==> src/rtl/shift_pipe.sv <==
// shift_pipe: pipelined barrel shifter (SLL/SRL/SRA/ROR), one register
// stage per shift-amount bit, valid/ready handshake on both sides.
module shift_pipe #(
  parameter  int WIDTH = 32,
  localparam int SHW   = $clog2(WIDTH)
) (
  input  logic             clk,
  input  logic             rst,
  input  logic             in_valid,
  output logic             in_ready,
  input  logic [WIDTH-1:0] in_data,
  input  logic [SHW-1:0]   in_amt,
  input  logic [1:0]       in_op,
  output logic             out_valid,
  input  logic             out_ready,
  output logic [WIDTH-1:0] out_data,
  output logic             out_zero
);

  localparam logic [1:0] OP_SLL = 2'b00;
  localparam logic [1:0] OP_SRL = 2'b01;
  localparam logic [1:0] OP_SRA = 2'b10;
  localparam logic [1:0] OP_ROR = 2'b11;

  logic [SHW-1:0]   valid_q, valid_d;
  logic [WIDTH-1:0] data_q [SHW];
  logic [WIDTH-1:0] data_d [SHW];
  logic [SHW-1:0]   amt_q  [SHW];
  logic [SHW-1:0]   amt_d  [SHW];
  logic [1:0]       op_q   [SHW];
  logic [1:0]       op_d   [SHW];

  logic [SHW-1:0]   ready;
  logic [SHW-1:0]   src_v;
  logic [WIDTH-1:0] src_d [SHW];
  logic [SHW-1:0]   src_a [SHW];
  logic [1:0]       src_o [SHW];

  // The last stage's amount/op are carried for uniformity but never consumed.
  logic unused_tail;
  assign unused_tail = ^{amt_q[SHW-1], op_q[SHW-1]};

  // One stage's shift by s (0 or 2^k); SRA replicates the operand MSB.
  function automatic logic [WIDTH-1:0] shift_step(input logic [WIDTH-1:0] x,
                                                  input logic [1:0]       op,
                                                  input int unsigned      s);
    logic [WIDTH-1:0] r;
    case (op)
      OP_SLL:  r = x << s;
      OP_SRL:  r = x >> s;
      OP_SRA:  r = WIDTH'($signed(x) >>> s);
      default: r = (x >> s) | (x << (WIDTH - s));
    endcase
    return r;
  endfunction

  // Combinational ready chain: a stage can load if empty or if its successor can.
  always_comb begin : ready_chain
    logic r;
    r     = out_ready;
    ready = '0;
    for (int unsigned i = 0; i < SHW; i++) begin
      r = ~valid_q[SHW-1-i] | r;
      ready[SHW-1-i] = r;
    end
  end

  // Source of each stage: stage 0 from the input port, others from predecessor.
  always_comb begin
    src_v[0] = in_valid & ready[0];
    src_d[0] = in_data;
    src_a[0] = in_amt;
    src_o[0] = in_op;
    for (int unsigned k = 1; k < SHW; k++) begin
      src_v[k] = valid_q[k-1];
      src_d[k] = data_q[k-1];
      src_a[k] = amt_q[k-1];
      src_o[k] = op_q[k-1];
    end
  end

  // Next state: load shifted source when ready, otherwise hold.
  always_comb begin
    for (int unsigned k = 0; k < SHW; k++) begin
      valid_d[k] = valid_q[k];
      data_d[k]  = data_q[k];
      amt_d[k]   = amt_q[k];
      op_d[k]    = op_q[k];
      if (ready[k]) begin
        valid_d[k] = src_v[k];
        if (src_v[k]) begin
          data_d[k] = shift_step(src_d[k], src_o[k],
                                 32'(src_a[k] & (SHW'(1) << k)));
          amt_d[k]  = src_a[k];
          op_d[k]   = src_o[k];
        end
      end
    end
  end

  // Stage registers with synchronous reset.
  always_ff @(posedge clk) begin
    if (rst) begin
      valid_q <= '0;
      for (int unsigned k = 0; k < SHW; k++) begin
        data_q[k] <= '0;
        amt_q[k]  <= '0;
        op_q[k]   <= '0;
      end
    end else begin
      valid_q <= valid_d;
      for (int unsigned k = 0; k < SHW; k++) begin
        data_q[k] <= data_d[k];
        amt_q[k]  <= amt_d[k];
        op_q[k]   <= op_d[k];
      end
    end
  end

  assign in_ready  = ready[0];
  assign out_valid = valid_q[SHW-1];
  assign out_data  = data_q[SHW-1];
  assign out_zero  = (data_q[SHW-1] == '0);

endmodule

==> config.mk <==
export PLATFORM = sky130hd
export DESIGN_NAME = shift_pipe
export DESIGN_NICKNAME = d
export VERILOG_FILES = /design/src/rtl/shift_pipe.sv
export SDC_FILE = /design/constraint.sdc
export NUM_CORES = 1
export LEC_CHECK = 0
export BUFFER_PORTS_ARGS = -buffer_cell sky130_fd_sc_hd__buf_2
export CORE_MARGIN = 4
export CORE_UTILIZATION = 50
export CTS_CLUSTER_DIAMETER = 120
export DETAILED_ROUTE_END_ITERATION = 8
export MAX_ROUTING_LAYER = met4
export PLACE_DENSITY = 0.67
export SLEW_MARGIN = 20
export SYNTH_ARGS = -nofsm -noshare
export SYNTH_HDL_FRONTEND = slang
export SYNTH_SLANG_ARGS = --single-unit
export TNS_END_PERCENT = 1
==> constraint.sdc <==
create_clock -name clk -period 2.84 [get_ports clk]
set_input_delay 0.568 -clock clk [delete_from_list [all_inputs] [get_ports clk]]
set_output_delay 0.568 -clock clk [all_outputs]
set_load 0.005 [all_outputs]
==> out/metrics.csv <==
metric;value;unit
Max FO, Critical Path;3;
worst path arrival time;1.70;ns
Yosys Warn Count;0;
clk_lat worst skew;0.44;ns
final antenna-violating net count;0;
shortest period the worst path allows;2.270;ns
Crit path required time;2.27;ns
RSZ-0062 raised after global routing;no;
synthesized net count;1295;
CTS resizes;0;
asr flop ratio synth;0;%
post-DR wirelength/cell;17.97;um
Pleak;3.937;nW
f_max;0.4406;GHz
Least-Margin Pin Slew;1.017;ns
I/O Pins;78;
Worst Setup End Kind;output port;
most frequently used flop master after synthesis;dfxtp_1;
Final GP Congestion;0.8972;
layout cells sized above 1;13.87;%
diode count;0;
worst hold path cell count;2;
global-route wire length before repair;43030;um
Area Overhead vs Synth;5.681;%
Area after DPL;0.01075;mm^2
vias per cell;6.211;
net load switching power;1.701;mW
Hold Crit Class;input port to flop;
largest area contributor in the netlist;dfxtp_1;
clk sinks;183;
design area;0.01131;mm^2
CTS tree;yes;
routed vias;9230;
clk root buf;clkbuf_16;
initial antenna violation count;0;
largest net degree at the start of global routing;73;
post-CTS setup buffers;0;
grt ovf;0;
DRC;0;
Num CTS Buffers;17;
Fin. Hold Viols;0;
Logic pwr share;13.6;%
outcome;completed;
PortBufs;77;
Initial DRC Count;708;
H-Tree Depth;4;
Reg clk slew, reported paths;0.08;ns
Max Cap Violations;0;
Yosys cell types;58;
CORE AREA;0.02102;mm^2
Mapped Avg Cell Area;8.551;um^2
Post-Route WL;26710;um
Post-Syn Area;0.01071;mm^2
final setup TNS;0;ns
Final #Nets;1241;
hold_buf cts;0;
final setup violation count;0;
num rows;53;
R2R cell count;4;
Flop pwr share;48.3;%
relative slew slack;31.96;%
Seq/Total Area, Yosys;35.90;%
synth top area cells;dfxtp_1 (31%), mux2i_1 (5.6%), a311o_1 (5.4%);
Slew Limit Fails;0;
Final Cycle Share;79.92;%
DIE HEIGHT;154.3;um
GRT Overall Usage;22.25;%
Mapped Cells;1252;
Int Pwr;4.261;mW
Detail Placement HPWL;18190;um
DP Cell Count;1454;
CTS max path bufs;2;
critical path class;flop to output port;
Non-Filler Instances;1486;
First-pass DRT Iterations;5;
VDD IR-drop max;355.2;uV
crit path launch type;flop;
worst hold slack;0.4137;ns
final core area utilization;53.82;%
most frequent cells in the layout;dfxtp_1 (165), nand2_1 (97), nor2_1 (92), o21ai_0 (85), buf_2 (76);
Initial Util;50.93;%
post-synth top area share;30.86;%
Post-synth EDFFs;18;
Clk pwr share;38.1;%
Die ar.;0.02382;mm^2
sw frac;28.54;%
vias in the first global route;8269;
PD cells;527.0;mW/mm^2
post-route worst setup slack;0.5704;ns
Power Total;5.962;mW
Clock Skew;0.01499;ns
commonest non-fill, non-tap cell in the layout;dfxtp_1;
Post-Place Setup Slack;0.6591;ns
Yosys reg bits;183;
die width;154.3;um
-- final timing paths --
path	from	to	slack, ns
setup reg to reg	op_q[0][3]	data_q[0][84]	0.80
setup / recovery	data_q[0][144]	out_zero	0.57
hold reg to reg	data_q[0][30]	data_q[0][30]	0.48
hold / removal	in_amt[4]	amt_q[0][4]	0.41
-- layer usage --
metal | wire length [um] | global-route usage [%] | vias to the layer above
li1 | - | - | 4571
met4 | 660 | 7.023 | 0
met2 | 12950 | 36.48 | 216
met5 | 0 | - | -
met1 | 12000 | 28.56 | 4403
met3 | 1094 | 3.134 | 40
-- worst max-delay path, stage by stage (launching register included) --
cell and delay, ns:
dfxtp_1 0.33, nor4_1 0.56, nand4_1 0.15, nor2_1 0.12
buf_2 0.11
-- power groups by stage --
stage,clock (mW),sequential (mW),combinational (mW)
after floorplan,0,2.85,0.696
after global placement,0,2.93,0.795
after detailed placement,0,2.94,0.807
after CTS,2.31,2.88,0.810
after global routing,2.40,2.90,0.902
final,2.27,2.88,0.810
-- cells in the mapped netlist (9+ instances only) --
cell type and number:
a211oi_1 37, a21oi_1 61, a22o_1 28, a22oi_1 15
a311o_1 58, a311oi_1 30, a31oi_1 35, and4_1 9
buf_2 34, buf_4 39, buf_6 12, clkbuf_1 91
dfxtp_1 165, edfxtp_1 18, inv_1 27, mux2i_1 60
nand2_1 97, nand2b_1 10, nand3_1 19, nor2_1 92
nor2b_1 22, o2111ai_1 17, o21a_1 16, o21ai_0 85
o32ai_1 16, or3b_1 66, or3b_2 16
-- logic make-up (layout without fill, tap and decap cells) --
family | Yosys count | in the layout | share of synthesized area [%]
compound gates | 431 | 431 | 29.02
xor+xnor | 1 | 1 | 0.1520
buf+inv | 211 | 170 | 10.00
flops | 183 | 183 | 35.90
mux | 63 | 63 | 5.926
simple gates | 363 | 363 | 18.99
-- state kept, by name (all words and copies together) (netlist names) --
| signal | count |
|---|---|
| data_q | 160 |
| amt_q | 10 |
| op_q | 8 |
| valid_q | 5 |
-- cell type report --
type,count,area (um^2)
fill,1967,9708
tap,275,344.1
sequential,183,3844
inverter,31,116.4
multi-input combinational,858,5794
clock inverter,13,110.1
clock buffer,19,454.2
timing repair buffer,107,650.6
No activity file was read; power rests on OpenSTA's default activity.
